$ cat config.mk
export PLATFORM = sky130hd
export DESIGN_NAME = uart_tx_engine_flat
export DESIGN_NICKNAME = d
export VERILOG_FILES = /design/src/rtl/uart_pkg.sv /design/src/rtl/uart_tx_engine_if.sv /design/src/rtl/uart_tx_serializer.sv /design/src/rtl/uart_tx_engine.sv /design/src/flat_wrapper.sv
export SDC_FILE = /design/constraint.sdc
export NUM_CORES = 1
export LEC_CHECK = 0
export CORE_MARGIN = 2
export CORE_UTILIZATION = 55
export DETAILED_ROUTE_END_ITERATION = 10
export GPL_ROUTABILITY_DRIVEN = 1
export PLACE_DENSITY = 0.81
export SKIP_CTS_REPAIR_TIMING = 1
export SYNTH_ARGS = -nofsm -noshare
export SYNTH_HDL_FRONTEND = slang
export SYNTH_SLANG_ARGS = --single-unit
$ cat constraint.sdc
create_clock -name CLK -period 3.1 [get_ports CLK]
set_clock_uncertainty 0.15 [all_clocks]
set_input_delay 0.465 -clock CLK [delete_from_list [all_inputs] [get_ports CLK]]
set_output_delay 0.465 -clock CLK [all_outputs]
set_load 0.01 [all_outputs]
$ cat src/rtl/uart_pkg.sv
// Shared definitions for the UART transmit path: FSM state encoding and parity selectors.
package uart_pkg;

  typedef enum logic [2:0] {
    IDLE   = 3'd0,
    ARM    = 3'd1,
    START  = 3'd2,
    DATA   = 3'd3,
    PARITY = 3'd4,
    STOP   = 3'd5
  } tx_state_t;

  localparam logic PAR_EVEN = 1'b0;
  localparam logic PAR_ODD  = 1'b1;

endpackage

$ cat src/rtl/uart_tx_engine_if.sv
// Word handshake and per-frame configuration between the TX FIFO/register side and the engine.
interface uart_tx_engine_if #(
  parameter int DATA_WIDTH = 8
);

  logic [DATA_WIDTH-1:0] P_DATA;
  logic                  DATA_VALID;
  logic                  DATA_READY;
  logic                  PAR_EN;
  logic                  PAR_TYP;
  logic                  STOP2;

  modport master (
    output P_DATA,
    output DATA_VALID,
    output PAR_EN,
    output PAR_TYP,
    output STOP2,
    input  DATA_READY
  );

  modport slave (
    input  P_DATA,
    input  DATA_VALID,
    input  PAR_EN,
    input  PAR_TYP,
    input  STOP2,
    output DATA_READY
  );

endinterface

$ cat src/rtl/uart_tx_serializer.sv
// LSB-first payload shifter with bit counter; the FSM decides when to load and advance.
module uart_tx_serializer #(
  parameter int DATA_WIDTH = 8,
  parameter int CNT_WIDTH  = 4
) (
  input  logic                  CLK,
  input  logic                  RST,
  input  logic                  load,
  input  logic [DATA_WIDTH-1:0] load_data,
  input  logic                  first,
  input  logic                  shift,
  output logic                  bit_out,
  output logic                  last_bit
);

  logic [DATA_WIDTH-1:0] sh_q;
  logic [CNT_WIDTH-1:0]  bit_cnt_q;

  // sh_q[0] always holds the next bit to put on the line
  always_ff @(posedge CLK) begin
    if (load) begin
      sh_q <= load_data;
    end else if (first || shift) begin
      sh_q <= sh_q >> 1;
    end
  end

  always_ff @(posedge CLK or posedge RST) begin
    if (RST) begin
      bit_cnt_q <= '0;
    end else if (first) begin
      bit_cnt_q <= '0;
    end else if (shift) begin
      bit_cnt_q <= bit_cnt_q + 1'b1;
    end
  end

  assign bit_out  = sh_q[0];
  assign last_bit = (bit_cnt_q == CNT_WIDTH'(DATA_WIDTH - 1));

endmodule

$ cat src/rtl/uart_tx_engine.sv
// UART transmit engine: frame FSM, parity, stop-bit counting and registered line outputs.
module uart_tx_engine
  import uart_pkg::*;
#(
  parameter int DATA_WIDTH = 8,
  parameter int CNT_WIDTH  = 4
) (
  input  logic               CLK,
  input  logic               RST,
  input  logic               TICK,
  uart_tx_engine_if.slave    bus,
  output logic               TX_OUT,
  output logic               BUSY,
  output logic               DONE
);

  function automatic logic frame_parity(input logic [DATA_WIDTH-1:0] d, input logic typ);
    logic p;
    p = ^d;
    case (typ)
      PAR_EVEN: frame_parity = p;
      PAR_ODD:  frame_parity = ~p;
      default:  frame_parity = p;
    endcase
  endfunction

  tx_state_t state_q, state_d;
  logic      tx_q, tx_d;
  logic      busy_q, busy_d;
  logic      done_q, done_d;
  logic      stop_cnt_q, stop_cnt_d;
  logic      par_en_q, stop2_q, par_bit_q;
  logic      stop_last, ready, take;
  logic      ser_first, ser_shift, ser_bit, ser_last;

  // Last stop bit: the only one with STOP2 clear, the second one otherwise
  assign stop_last = stop2_q ? stop_cnt_q : 1'b1;
  assign ready     = (state_q == IDLE) || ((state_q == STOP) && stop_last && TICK);
  assign take      = ready && bus.DATA_VALID;

  assign bus.DATA_READY = ready;

  uart_tx_serializer #(
    .DATA_WIDTH (DATA_WIDTH),
    .CNT_WIDTH  (CNT_WIDTH)
  ) u_ser (
    .CLK       (CLK),
    .RST       (RST),
    .load      (take),
    .load_data (bus.P_DATA),
    .first     (ser_first),
    .shift     (ser_shift),
    .bit_out   (ser_bit),
    .last_bit  (ser_last)
  );

  always_comb begin
    state_d    = state_q;
    tx_d       = tx_q;
    busy_d     = busy_q;
    done_d     = 1'b0;
    stop_cnt_d = stop_cnt_q;
    ser_first  = 1'b0;
    ser_shift  = 1'b0;
    case (state_q)
      IDLE: begin
        if (take) begin
          state_d = ARM;
          busy_d  = 1'b1;
        end
      end
      ARM: begin
        if (TICK) begin
          state_d = START;
          tx_d    = 1'b0;
        end
      end
      START: begin
        if (TICK) begin
          state_d   = DATA;
          tx_d      = ser_bit;
          ser_first = 1'b1;
        end
      end
      DATA: begin
        if (TICK) begin
          if (!ser_last) begin
            tx_d      = ser_bit;
            ser_shift = 1'b1;
          end else if (par_en_q) begin
            state_d = PARITY;
            tx_d    = par_bit_q;
          end else begin
            state_d    = STOP;
            tx_d       = 1'b1;
            stop_cnt_d = 1'b0;
          end
        end
      end
      PARITY: begin
        if (TICK) begin
          state_d    = STOP;
          tx_d       = 1'b1;
          stop_cnt_d = 1'b0;
        end
      end
      STOP: begin
        if (TICK) begin
          if (!stop_last) begin
            stop_cnt_d = 1'b1;
          end else begin
            done_d = 1'b1;
            // A word waiting at the end of the stop bit starts the next frame with no idle gap
            if (bus.DATA_VALID) begin
              state_d = START;
              tx_d    = 1'b0;
            end else begin
              state_d = IDLE;
              busy_d  = 1'b0;
            end
          end
        end
      end
      default: begin
        state_d = IDLE;
        tx_d    = 1'b1;
        busy_d  = 1'b0;
      end
    endcase
  end

  always_ff @(posedge CLK or posedge RST) begin
    if (RST) begin
      state_q    <= IDLE;
      tx_q       <= 1'b1;
      busy_q     <= 1'b0;
      done_q     <= 1'b0;
      stop_cnt_q <= 1'b0;
      par_en_q   <= 1'b0;
      stop2_q    <= 1'b0;
    end else begin
      state_q    <= state_d;
      tx_q       <= tx_d;
      busy_q     <= busy_d;
      done_q     <= done_d;
      stop_cnt_q <= stop_cnt_d;
      if (take) begin
        par_en_q <= bus.PAR_EN;
        stop2_q  <= bus.STOP2;
      end
    end
  end

  always_ff @(posedge CLK) begin
    if (take) begin
      par_bit_q <= frame_parity(bus.P_DATA, bus.PAR_TYP);
    end
  end

  assign TX_OUT = tx_q;
  assign BUSY   = busy_q;
  assign DONE   = done_q;

endmodule

$ cat src/flat_wrapper.sv
// flat-port wrapper written by rule: the top's interface ports become plain ports
module uart_tx_engine_flat import uart_pkg::*;
#(
  parameter int DATA_WIDTH = 8,
  parameter int CNT_WIDTH  = 4
)
  (CLK, RST, TICK, TX_OUT, BUSY, DONE, bus_P_DATA, bus_DATA_VALID, bus_PAR_EN, bus_PAR_TYP, bus_STOP2, bus_DATA_READY);
  uart_tx_engine_if #(.DATA_WIDTH(DATA_WIDTH)) bus_i ();
  input  logic CLK;
  input  logic RST;
  input  logic TICK;
  output logic TX_OUT;
  output logic BUSY;
  output logic DONE;
  input wire logic [$bits(bus_i.P_DATA)-1:0] bus_P_DATA;
  input wire logic [$bits(bus_i.DATA_VALID)-1:0] bus_DATA_VALID;
  input wire logic [$bits(bus_i.PAR_EN)-1:0] bus_PAR_EN;
  input wire logic [$bits(bus_i.PAR_TYP)-1:0] bus_PAR_TYP;
  input wire logic [$bits(bus_i.STOP2)-1:0] bus_STOP2;
  output wire logic [$bits(bus_i.DATA_READY)-1:0] bus_DATA_READY;
  assign bus_i.P_DATA = bus_P_DATA;
  assign bus_i.DATA_VALID = bus_DATA_VALID;
  assign bus_i.PAR_EN = bus_PAR_EN;
  assign bus_i.PAR_TYP = bus_PAR_TYP;
  assign bus_i.STOP2 = bus_STOP2;
  assign bus_DATA_READY = bus_i.DATA_READY;
  uart_tx_engine #(.DATA_WIDTH(DATA_WIDTH), .CNT_WIDTH(CNT_WIDTH)) u_core (.CLK(CLK), .RST(RST), .TICK(TICK), .bus(bus_i), .TX_OUT(TX_OUT), .BUSY(BUSY), .DONE(DONE));
endmodule
==> metrics.cfg <==
[outcome]
status = finished, final reports clean

[logic_synthesis]
post_synth.cell_area_avg_um2 = 11.4
synthDistinctLibCells = 45
async_reset_ff_share_pct = 59.1
synth_top_cell_by_area = dfrtp_1
ys_seq_elements = 22
synth.area.top_cells = dfrtp_1, edfxtp_1, mux2_4, xnor2_1, o21ai_0
syn_nets = 129
synthCells = 113
synth_edf_count = 9
ys_warn_count = 0
synth_area_um2 = 1290
synth_top_cell_area_share_pct = 23.2
synth_flop_cell = dfrtp_1
yosysSeqAreaShare_pct = 46.2

[global_route]
grt_max_degree = 19
grt_overflow_total = 0
grt_use_met1_pct = 26.2
grt_pass1_vias = 933
grt.busiest_layer = met2
antenna_found_initial = 0
use_met3_pct = 6.00
grt_usage_pct = 21.4
grt_first_pass_wirelength_um = 4230
grt_use_met2_pct = 36.5

[drt]
drt_iter0_markers = 18
wirelength_um = 2470
routedWlPerCell_um = 15.6
drc = 0
antenna_left = 0
num_vias = 918
dr.pass1.iters = 4
via_per_inst = 5.81

[worst_setup_path]
crit_fanout = 18
start_kind = register
path_class = register to output port
reg2reg_slack_ns = 0.90
reg2reg_from = u_core.state_q[0]
r2r_cells = 5
r2r-end = u_core.u_ser.sh_q[6]
worstPathRequired_ns = 2.48
cp.arrival_ns = 1.93
endpoint_kind = output port

[finish]
fin_area_um2 = 1500
utilization_pct = 67.9
drive_gt1_share_pct = 14.6
n_antenna_cell = 0
nets = 147
fill_cells = 188
syn_to_final_growth_pct = 16.2

[floorplan]
initial_core_util_pct = 58.4
die_area_um2 = 2750
placementRows = 17
pin_count = 19
core_um2 = 2210
dieWidth_um = 52.5
die_h_um = 52.5

[sta]
tightest_slew_ns = 0.610
slew_viol_final = 0
fin_ws_ns = 0.555
whs_ns = 0.314
setup_violations = 0
fin_crit_sh_pct = 82.1
hold_viol_final = 0
period_needed_ns = 2.55
final.setup.tns_ns = 0
fmax_mhz = 393
max_slew_margin_pct = 59.3
grt_setup_unrepaired = no

[clock_tree]
cts_made_buffers = 3
cts_tree = built
clkTransAtPathRegs_ns = 0.12
clockBufferDepth = 2
cts_root_buffer = clkbuf_4
htree_levels = 1
cts_sinks = 22
clock_latency_ns = 0.31

[pwr]
intPower_w = 0.000594
combPwrFrac_pct = 32.2
powerDensity_nw_per_um2 = 587
power.share.sequential_pct = 52.9
switching_share_pct = 32.6
p_leak_nw = 0.615
switchingPower_w = 0.000287
ir_drop_mv = 0.470
p_clk_share_pct = 14.9

[placed_design]
hpwl_um = 1880
portBuffers = 18
gp_congestion = 0.849
pre_cts_slack_ns = 0.619
placed_cell_area_um2 = 1480

[flow_run]
drv_cap = 0

[min_path]
holdCritPathClass = input pin to async pin

==> how the worst max path moves through the flow <==
stage	from	end	slack, ns	depth (start not counted)
after floorplan	u_core.state_q[0]	u_core.u_ser.sh_q[0]	1.27	6
after global placement	TICK	bus_DATA_READY	0.64	5
after detailed placement	TICK	bus_DATA_READY	0.62	5
after CTS	u_core.state_q[0]	bus_DATA_READY	0.55	4
after global routing	u_core.state_q[0]	bus_DATA_READY	0.40	4
final	u_core.state_q[0]	bus_DATA_READY	0.55	4
==> synthesized netlist by cell type, types with 4 or more instances <==
cell type / number
a21oi_1: 6
edfxtp_1: 9
inv_1: 5
mux2_4: 7
o21ai_0: 7
nor2_1: 5
dfrtp_1: 12
nand2_1: 4
xnor2_1: 6
==> placed cells by master, fill, tap and decap left out, types with 2 or more instances in the layout <==
cell type	n
a21o_1	3
a21oi_1	6
a22o_1	3
a31oi_1	2
and3b_1	2
buf_4	2
clkbuf_4	3
clkdlybuf4s50_1	18
dfrtp_1	12
edfxtp_1	9
inv_1	5
mux2_1	2
mux2_4	7
mux2i_1	2
nand2_1	4
nand3_1	3
nor2_1	5
nor2b_1	3
o21ai_0	7
xnor2_1	6
xor2_1	2
==> cells by family (layout without fill, tap and decap cells) <==
group | Yosys count | count (layout) | share of synthesized area (%)
adders and majority gates | 1 | 1 | 0.968
DFF | 22 | 22 | 46.2
AOI/OAI and AO/OA | 30 | 30 | 16.4
and+or+nand+nor | 28 | 28 | 13.7
muxes | 12 | 12 | 12.3
buffers and inverters | 12 | 29 | 5.13
xor gates and xnor gates | 8 | 8 | 5.42
==> cell type report <==
| cell class | count | area (um^2) | area share (%) |
|---|---|---|---|
| Clock buffer | 3 | 22.5 | 1.50 |
| Timing Repair Buffer | 20 | 195 | 13.0 |
| Tap cell | 28 | 35.0 | 2.33 |
| Inverter | 5 | 18.8 | 1.25 |
| Sequential cell | 22 | 597 | 39.7 |
| Clock inverter | 1 | 3.75 | 0.250 |
| Multi-Input combinational cell | 79 | 629 | 41.9 |
==> registers in the layout, summed over array words and instances, names as in the netlist <==
name / cells
u_core.BUSY: 1
u_core.DONE: 1
u_core.TX_OUT: 1
u_core.par_bit_q: 1
u_core.par_en_q: 1
u_core.state_q: 3
u_core.stop2_q: 1
u_core.stop_cnt_q: 1
u_core.u_ser.bit_cnt_q: 4
u_core.u_ser.sh_q: 8
==> critical path, cell delays in order, from the launching register on <==
cell and delay [ns]:
dfrtp_1 0.75, nor2_2 0.13, a31oi_4 0.20, nor2_1 0.06, clkdlybuf4s50_1 0.48
==> power by group through the flow <==
stage | combinational, W | sequential, W | clock [W]
floorplan | 0.000226 | 0.000438 | 0
global placement | 0.000272 | 0.000466 | 0
detailed placement | 0.000284 | 0.000473 | 0
CTS | 0.000286 | 0.000466 | 0.000135
global route | 0.000319 | 0.000480 | 0.000145
finish | 0.000284 | 0.000466 | 0.000132
==> per-layer routing <==
metal  vias to the layer above  share of wire (%)
li1                        447                  -
met1                       442                 44
met2                        23                 50
met3                         6                3.8
met4                         0                1.6
met5                         -                  0
==> stage by stage <==
stage / std cells / power [W]
3_3_place_gp: 154 / 0.000738
5_1_grt: 158 / 0.000944
4_1_cts: 158 / 0.000888
3_5_place_dp: 154 / 0.000757
2_1_floorplan: 113 / 0.000664
6_report: 158 / 0.000881
(Power assumes the default switching activity.)
==> RTL edit: new RTL, config.mk and constraints unchanged <==
Re-encode `tx_state_t` (6 states) as one-hot, 6 bits wide.
--- a/src/rtl/uart_pkg.sv
+++ b/src/rtl/uart_pkg.sv
@@ -3,9 +3,9 @@
 
-  typedef enum logic [2:0] {
-    IDLE   = 3'd0,
-    ARM    = 3'd1,
-    START  = 3'd2,
-    DATA   = 3'd3,
-    PARITY = 3'd4,
-    STOP   = 3'd5
+  typedef enum logic [5:0] {
+    IDLE   = 6'b000001,
+    ARM    = 6'b000010,
+    START  = 6'b000100,
+    DATA   = 6'b001000,
+    PARITY = 6'b010000,
+    STOP   = 6'b100000
   } tx_state_t;
Check against the original RTL: same outputs for any inputs over 10 cycles, from zero or initial values and one cycle with RST high; not proved beyond that.
==> RTL edit against the original RTL <==
  * Non-clock buffer count decreased by 1
  * Register-to-register slack got worse by 20 ps
  * Global-route usage is 3.0 points lower
  * Area after synthesis rose by 12%
  * Count of clock-buffer cells in the layout did not move
  * Setup slack worse by 100 ps
  * Total power grew 42%
  * Final area is 11% higher
  * Sequential cell count up 3
  * Die area rose by 11%
  * Routed wire length grew 4.0%
==> RTL edit: results (changes against the original RTL) <==
[layout]
drive_gt1_share_pct = 17.2  ; was 14.6%
reg.largest.list = u_core.u_ser.sh_q: 8 flops, u_core.state_q: 6 flops, u_core.u_ser.bit_cnt_q: 4 flops  ; was u_core.u_ser.sh_q: 8 flops, u_core.u_ser.bit_cnt_q: 4 flops, u_core.state_q: 3 flops
diodes = 0  ; unchanged
fin_nets = 162  ; was 147

[synthesis]
ys_top_cells_by_area = dfrtp_1 (24%), edfxtp_1 (19%), mux2_4 (8.3%)  ; was dfrtp_1 (23%), edfxtp_1 (21%), mux2_4 (8.1%)
seq_area_frac_synth_pct = 46.6  ; was 46.2%
async_flop_share_pct = 64.0  ; was 59.1%
yosysUniqueCellTypes = 47  ; was 45
netlist_top_cells_count = dfrtp_1 (14), edfxtp_1 (9), nand2_1 (9), o21ai_0 (9)  ; was dfrtp_1 (12), edfxtp_1 (9), mux2_4 (7), o21ai_0 (7)
syn_nets = 143  ; was 129
ys_warn_count = 0  ; unchanged
synth_edf_count = 9  ; unchanged

[detailed_routing]
via_count = 1019  ; was 918
firstDrtPassIters = 4  ; unchanged
drtIter0Drc = 28  ; was 18
wl_per_cell_um = 14.7  ; was 15.6 um

[clock_network]
cts_buffers = 3  ; unchanged
ctsRootBufferMaster = clkbuf_4  ; unchanged
clk_path_buf_depth = 2  ; unchanged
htree_levels = 1  ; unchanged
clkLatencyLatePin_ps = 320
cts.clk_slew.worst_paths_ps = 140  ; was 120 ps

[global_route]
grt_use_total_pct = 18.4  ; was 21.4%
grt_pass1_wl_mm = 4.55  ; was 4.23 mm
grt_max_degree = 17  ; was 19
grt_antenna_before_repair = 0  ; unchanged

[sta]
slew-limit-headroom_pct = 59.9  ; was 59.3%

[placed_design]
place_congestion = 0.821  ; was 0.849
port_buffers = 18  ; unchanged
placed_cell_area_um2 = 1640  ; was 1480 um2
dp_hpwl_mm = 1.97  ; was 1.88 mm

[hold_path]
hold_class = primary input to asynchronous set/reset pin  ; unchanged

[power_and_ir_drop]
p_leak_nw = 0.710  ; was 0.615 nW
ir_drop_mv = 0.649  ; was 0.470 mV
swShare_pct = 34.8  ; was 32.6%

[critical_path]
arrival_ps = 2030  ; was 1930 ps
crit_fanout = 7  ; was 18

[run_status]
status = finished, final reports clean  ; unchanged

[RTL edit: cell count changes in the layout (fill, tap and decap cells not counted), sizes merged, moves of 2 or more]
cell / delta
a21oi: -3
a22o: -2
a31oi: -3
dfrtp: +2
mux2: +2
nand2: +6
nor2: +2
o21ai: +4
xor2: +2
[RTL edit: final timing paths]
| kind | slack [ps] | cells past startpoint | from | to |
|---|---|---|---|---|
| hold reg to reg | 390 | 1 | u_core.stop_cnt_q | u_core.stop_cnt_q |
| hold / removal | 350 | 2 | RST | u_core.BUSY |
| max in group asynchronous | 2060 | 2 | RST | u_core.u_ser.bit_cnt_q[2] |
| min in group CLK | 390 | 1 | u_core.stop_cnt_q | u_core.stop_cnt_q |
| setup reg to reg | 880 | 4 | u_core.state_q[5] | u_core.u_ser.sh_q[0] |
| setup / recovery | 450 | 4 | u_core.state_q[5] | bus_DATA_READY |
[RTL edit: layer usage]
metal	routed length, um	GRT usage [%]	up-vias
li1	-	-	495
met1	1130	24.5	489
met2	1280	29.9	28
met3	108	2.58	7
met4	50	8.01	0
met5	0	0	-
[RTL edit: per-stage QoR]
step / worst slack, ps / cells
global route: 350 / 175
floorplan: 1130 / 127
global placement: 614 / 171
finish: 455 / 175
detailed placement: 547 / 171
CTS: 443 / 175
[RTL edit: final cells by class]
class	instances	area (um2)
repair buffers	19	188
multi-input cells	91	717
clock buffers	3	22.5
flip-flops and latches	25	673
fillers	195	812
well taps	30	37.5
clock inverters	1	5.00
inverters	6	22.5
[RTL edit: worst max-delay path, cell delays in order (launching register included)]
cell and delay (ps):
dfrtp_1 520, nor2_1 290, nand3_2 200, o21ai_2 140, clkdlybuf4s50_1 570
[RTL edit: power groups by stage]
stage / logic (mW) / clock network (mW) / registers [mW]
2_1_floorplan: 0.453 / 0 / 0.523
3_3_place_gp: 0.523 / 0 / 0.559
3_5_place_dp: 0.546 / 0 / 0.563
4_1_cts: 0.548 / 0.150 / 0.559
5_1_grt: 0.598 / 0.162 / 0.574
6_report: 0.544 / 0.145 / 0.559
[RTL edit: cell families after synthesis]
kind of cell / synth area share, %
xor gates and xnor gates: 6.06
adders and majority gates: 0.866
and+or+nand+nor: 16.9
DFF: 46.6
AOI/OAI and AO/OA: 12.3
buffers and inverters: 3.81
muxes: 13.5
